`config.mk`:
```
export PLATFORM = sky130hd
export DESIGN_NAME = ps2_dev_tx
export DESIGN_NICKNAME = d
export VERILOG_FILES = /design/src/rtl/ps2_dev_tx.sv
export SDC_FILE = /design/constraint.sdc
export NUM_CORES = 1
export LEC_CHECK = 0
export ABC_AREA = 1
export CAP_MARGIN = 20
export CORE_MARGIN = 4
export CORE_UTILIZATION = 42
export DETAILED_ROUTE_END_ITERATION = 10
export SYNTH_ARGS = -nofsm -noshare
export SYNTH_HDL_FRONTEND = slang
export SYNTH_SLANG_ARGS = --single-unit
```
`constraint.sdc`:
```
create_clock -name clk_sys -period 2.4 [get_ports clk_sys]
set_input_delay 0.48 -clock clk_sys [delete_from_list [all_inputs] [get_ports clk_sys]]
set_output_delay 0.48 -clock clk_sys [all_outputs]
set_load 0.02 [all_outputs]
```
`src/rtl/ps2_dev_tx.sv`:
```
// Device-side PS/2 transmitter: queues scan-code bytes in a small FIFO and sends
// each one as an 11-bit frame on self-clocked open-drain lines, retrying after host inhibit.
module ps2_dev_tx #(
    parameter int CLK_HALF = 1000,
    parameter int FIFO_AW  = 3
) (
    input  logic               clk_sys,
    input  logic               reset_n,
    input  logic [7:0]         tx_data,
    input  logic               tx_valid,
    output logic               tx_ready,
    output logic               overflow,
    output logic [FIFO_AW:0]   fifo_level,
    output logic               busy,
    output logic               ps2_clk_o,
    output logic               ps2_data_o,
    input  logic               ps2_clk_i,
    input  logic               ps2_data_i
);

    localparam int DEPTH = 2 ** FIFO_AW;
    localparam int CNT_W = $clog2(2 * CLK_HALF);
    localparam logic [CNT_W-1:0]   HALF_LAST = CNT_W'(CLK_HALF - 1);
    localparam logic [CNT_W-1:0]   GAP_LAST  = CNT_W'(2 * CLK_HALF - 1);
    localparam logic [CNT_W-1:0]   BLANK     = CNT_W'(3);
    localparam logic [FIFO_AW:0]   DEPTH_L   = (FIFO_AW + 1)'(DEPTH);
    localparam logic [3:0]         LAST_BIT  = 4'd10;

    typedef enum logic [2:0] {
        S_IDLE,
        S_IDLE_CHK,
        S_HIGH,
        S_LOW,
        S_ABORT,
        S_GAP
    } state_t;

    // Reset asserts asynchronously but is released on a clock edge.
    logic [1:0] r_rst_sync;
    logic       w_rst_n;

    always_ff @(posedge clk_sys or negedge reset_n) begin
        if (!reset_n) r_rst_sync <= 2'b00;
        else          r_rst_sync <= {r_rst_sync[0], 1'b1};
    end

    assign w_rst_n = r_rst_sync[1];

    logic [1:0] r_clk_sync;
    logic [1:0] r_dat_sync;
    logic       w_clk_s;
    logic       w_dat_s;

    always_ff @(posedge clk_sys or negedge w_rst_n) begin
        if (!w_rst_n) begin
            r_clk_sync <= 2'b11;
            r_dat_sync <= 2'b11;
        end else begin
            r_clk_sync <= {r_clk_sync[0], ps2_clk_i};
            r_dat_sync <= {r_dat_sync[0], ps2_data_i};
        end
    end

    assign w_clk_s = r_clk_sync[1];
    assign w_dat_s = r_dat_sync[1];

    logic [7:0]       r_mem [DEPTH];
    logic [FIFO_AW:0] r_wr_ptr;
    logic [FIFO_AW:0] r_rd_ptr;
    logic [FIFO_AW:0] w_level;
    logic             w_full;
    logic             w_empty;
    logic             w_push;
    logic             w_pop;
    logic             r_overflow;

    assign w_level = r_wr_ptr - r_rd_ptr;
    assign w_full  = (w_level == DEPTH_L);
    assign w_empty = (r_wr_ptr == r_rd_ptr);
    assign w_push  = tx_valid && !w_full;

    // NOTE: the storage array is deliberately left without reset; the pointers alone define which entries are valid.
    always_ff @(posedge clk_sys) begin
        if (w_push) r_mem[r_wr_ptr[FIFO_AW-1:0]] <= tx_data;
    end

    always_ff @(posedge clk_sys or negedge w_rst_n) begin
        if (!w_rst_n) begin
            r_wr_ptr   <= '0;
            r_rd_ptr   <= '0;
            r_overflow <= 1'b0;
        end else begin
            if (w_push) r_wr_ptr <= r_wr_ptr + (FIFO_AW + 1)'(1);
            if (w_pop)  r_rd_ptr <= r_rd_ptr + (FIFO_AW + 1)'(1);
            r_overflow <= tx_valid && w_full;
        end
    end

    logic [7:0]  w_head;
    logic [10:0] w_frame;

    assign w_head  = r_mem[r_rd_ptr[FIFO_AW-1:0]];
    // Frame bit n is the value presented in bit cell n: start, D0..D7, odd parity, stop.
    assign w_frame = {1'b1, ~^w_head, w_head, 1'b0};

    state_t           r_state;
    state_t           w_state_nxt;
    logic [CNT_W-1:0] r_cnt;
    logic [CNT_W-1:0] w_cnt_nxt;
    logic [3:0]       r_bit;
    logic [3:0]       w_bit_nxt;
    logic             r_clk_o;
    logic             r_dat_o;
    logic             w_clk_nxt;
    logic             w_dat_nxt;

    always_ff @(posedge clk_sys or negedge w_rst_n) begin
        if (!w_rst_n) begin
            r_state <= S_IDLE;
            r_cnt   <= '0;
            r_bit   <= '0;
            r_clk_o <= 1'b1;
            r_dat_o <= 1'b1;
        end else begin
            r_state <= w_state_nxt;
            r_cnt   <= w_cnt_nxt;
            r_bit   <= w_bit_nxt;
            r_clk_o <= w_clk_nxt;
            r_dat_o <= w_dat_nxt;
        end
    end

    // NOTE: every output of this block gets a default first so no path can infer a latch.
    always_comb begin
        w_state_nxt = r_state;
        w_cnt_nxt   = r_cnt + CNT_W'(1);
        w_bit_nxt   = r_bit;
        w_pop       = 1'b0;
        w_clk_nxt   = 1'b1;
        w_dat_nxt   = 1'b1;

        case (r_state)
            S_IDLE: begin
                w_cnt_nxt = '0;
                if (!w_empty) w_state_nxt = S_IDLE_CHK;
            end
            S_IDLE_CHK: begin
                if (!(w_clk_s && w_dat_s)) begin
                    w_cnt_nxt = '0;
                end else if (r_cnt == HALF_LAST) begin
                    w_state_nxt = S_HIGH;
                    w_cnt_nxt   = '0;
                    w_bit_nxt   = '0;
                end
            end
            S_HIGH: begin
                // The first cycles after our own release still see the old low level through the synchroniser.
                if (!w_clk_s && (r_cnt >= BLANK)) begin
                    w_state_nxt = S_ABORT;
                    w_cnt_nxt   = '0;
                end else if (r_cnt == HALF_LAST) begin
                    w_state_nxt = S_LOW;
                    w_cnt_nxt   = '0;
                end
            end
            S_LOW: begin
                if (r_cnt == HALF_LAST) begin
                    w_cnt_nxt = '0;
                    if (r_bit == LAST_BIT) begin
                        w_pop       = 1'b1;
                        w_state_nxt = S_GAP;
                    end else begin
                        w_bit_nxt   = r_bit + 4'd1;
                        w_state_nxt = S_HIGH;
                    end
                end
            end
            S_ABORT: begin
                w_state_nxt = S_IDLE_CHK;
                w_cnt_nxt   = '0;
            end
            S_GAP: begin
                if (r_cnt == GAP_LAST) begin
                    w_state_nxt = S_IDLE;
                    w_cnt_nxt   = '0;
                end
            end
            default: begin
                w_state_nxt = S_IDLE;
                w_cnt_nxt   = '0;
            end
        endcase

        if (w_state_nxt == S_HIGH) begin
            w_dat_nxt = w_frame[w_bit_nxt];
        end else if (w_state_nxt == S_LOW) begin
            w_clk_nxt = 1'b0;
            w_dat_nxt = w_frame[w_bit_nxt];
        end
    end

    assign ps2_clk_o  = r_clk_o;
    assign ps2_data_o = r_dat_o;
    assign tx_ready   = !w_full;
    assign overflow   = r_overflow;
    assign fifo_level = w_level;
    assign busy       = (r_state != S_IDLE) || !w_empty;

endmodule

```
==> run summary <==
vias in the first global route - 3680
Critical Path AT - 1870 ps
Async SR Flop Fraction - 0.354
setup TNS - 0 ps
cts bufs inserted - 9
number of diodes - 0
Starting DRT DRC Count - 261
critical path, cell by cell - ha_4, fa_2, xnor2_4, dlygate4sd2_1
Syn Area/Cell - 8.88 um2
multi-input logic area - 0.00198 mm2
Final ANT Viol Nets - 0
Die Span X - 118 um
Sink Count - 99
vias after detailed routing - 3709
Die Ht - 118 um
num rows - 40
Synth Area in Simple Gates - 0.286
GP Congestion - 0.872
top cells by area, synth - edfxtp_1, dfrtp_1, nand2_1
Max clock buf depth - 2
fraction of layout cells with a size suffix above 1 - 0.160
final cell utilization of the core - 0.504
P_leak - 2.86 nW
final worst-path cycle share - 0.979
GR Util All Layers - 0.168
Max stage delay on crit path - 420 ps
Worst Hold Class - register to async pin
grt ovf - 0
post-synthesis adder-cell area fraction - 0.0235
reg-to-reg setup timing slack - 100 ps
Post-Synth XOR/XNOR Area - 0.0188
clk_lat worst skew - 350 ps
Initial Util - 0.428
Remaining DRCs - 0
Gate Count Post-Synth - 577
register bit total from synthesis - 99
Port-buffer cells - 21
fill count - 1109
most used flip-flop cell after synthesis - edfxtp_1
CTS tree - built
WP buf/inv - 1
Worst EP required - 1920 ps
Synth Area in Compound Gates - 0.0286
Final min period - 2350 ps
setup repair after global routing missed its margin - true
Root Driver - clkbuf_16
initial antenna violation count - 0
drt pass-1 iters - 5
clk slew on worst S/H paths - 70 ps
HPWL after detailed placement - 8020 um
Layout Nets - 634
Core Box Area - 0.0120 mm2
status - complete, no violations
CTS H-tree depth - 3
sequential fraction of the synthesis area - 0.548
IO Pins - 22
CP endpoint kind - output pin
vias per cell - 4.85
Final Hold Vio Count - 0
Worst VDD drop - 0.559 mV
Fin Clk Skew - 6.11 ps
count of final max-slew check failures - 0
f_max - 426 MHz
area share of the largest cell type after synthesis - 0.375
total die area - 0.0140 mm2
largest family of logic cells by synthesized area - simple AND/OR/NAND/NOR gates
Yosys warning total - 0
Layout Area Growth over Synthesis - 17.7%
Yosys top cell by area - edfxtp_1
largest net degree at the start of global routing - 36
Total Routed Length - 10900 um
fin worst setup slack - 50.3 ps
Synth Net Count - 599
mux cell area share after synthesis - 0
final setup fails - 0
Max-Cap Viols - 0
Worst Path Max Fanout - 2
global-route wire length before repair - 18500 um
CP startpoint kind - register
Synth Cell Area - 0.00512 mm2
critical path's top delay family - adder cells
pwr dens - 795 mW/mm2
total power - 4.79 mW
Crit Path Category - register to output pin
Synth cell types - 42
Critical-path top delay cell - dfrtp_1
drt wl/cell - 14.2 um
EDFF count, synth - 64
FF/Latch Area - 0.00281 mm2
Setup WS pre-CTS - -96.2 ps
==> sequential cells by signal, indices dropped and copies added, names as in the netlist <==
register    cells
overflow        1
ps2_clk_o       1
ps2_data_o      1
r_bit           4
r_clk_sync      2
r_cnt          11
r_dat_sync      2
r_mem          64
r_rd_ptr        4
r_rst_sync      2
r_state         3
r_wr_ptr        4
==> kinds of logic (layout without fill, tap and decap cells) <==
group / Yosys count / count (layout)
xor gates and xnor gates: 11 / 11
buffers and inverters: 117 / 157
other: 1 / 1
adders and majority gates: 9 / 9
DFF: 99 / 99
AOI/OAI and AO/OA: 23 / 23
and+or+nand+nor: 317 / 317
==> per-stage QoR <==
stage                     hold WS (ps)  std cells  area, um2
after floorplan                    184        577       5250
after global placement             295        745       5650
after detailed placement           295        745       5650
after CTS                          272        761       5980
after global routing               271        764       6030
final                              274        764       6030
==> per-layer routing <==
| metal | GRT usage | vias up | part of all wire |
|---|---|---|---|
| met1 | 0.215 | 1731 | 0.45 |
| met5 | 0 | - | 0 |
| met2 | 0.284 | 54 | 0.50 |
| li1 | - | 1909 | - |
| met3 | 0.0407 | 15 | 0.037 |
| met4 | 0.0500 | 0 | 0.019 |
==> cells in the final DEF (no fill, tap or decap), types with 2 or more instances in the layout <==
cell type / instances
inv_4: 4
xnor2_1: 2
o21ai_0: 6
nor2_1: 25
nor2_4: 11
bufinv_16: 2
o21ai_2: 4
o21ai_1: 4
nand4_1: 9
nand2_2: 5
dfstp_2: 6
ha_1: 6
nor3_1: 5
nand2_1: 178
ha_4: 2
xor2_1: 8
buf_6: 2
a21oi_1: 3
o22ai_1: 2
nand2_4: 7
nand3_1: 61
nand3_2: 2
nor2_8: 2
dfrtp_1: 27
nor4_1: 3
inv_2: 10
dfrtp_2: 2
nand3_4: 2
clkbuf_16: 9
edfxtp_1: 64
buf_4: 16
clkdlybuf4s15_1: 2
inv_1: 88
clkdlybuf4s50_1: 16
==> synthesized netlist by cell type, types with 7 or more instances <==
master,number
nand3_1,61
nand4_1,9
nor3_1,7
dfrtp_1,29
edfxtp_1,64
inv_1,91
inv_2,8
nand2_1,180
xor2_1,8
nor2_1,33
ha_1,8
==> final timing paths <==
kind	startpoint	endpoint	cells past startpoint
worst max-delay path	r_rd_ptr[0]	fifo_level[2]	4
worst min-delay path	r_rst_sync[1]	r_bit[3]	1
worst max register to register	r_wr_ptr[2]	r_mem[0][2]	11
worst min register to register	r_rst_sync[1]	r_bit[3]	1
max in group asynchronous	r_rst_sync[1]	r_clk_sync[0]	1
min in group clk_sys	r_rst_sync[0]	r_rst_sync[1]	0
==> layout make-up <==
type,instances,area share
multi-input combinational,361,0.328
tap,147,0.0305
clock buffer,10,0.0380
timing repair buffer,38,0.0558
sequential,99,0.466
inverter,103,0.0658
clock inverter,6,0.0160
==> where the power goes <==
part | switching [mW] | internal, mW | total, mW
clock | 0.641 | 0.926 | 1.57
sequential | 0.0682 | 2.04 | 2.11
combinational | 0.703 | 0.413 | 1.12
==> what timing repair did <==
action	4_1_cts	5_1_grt
setup buffers	0	3
hold buffers	0	0
endpoints found under the setup margin	5	70
pin swaps	2	4
gates resized for setup	13	11
(Power assumes the default switching activity.)
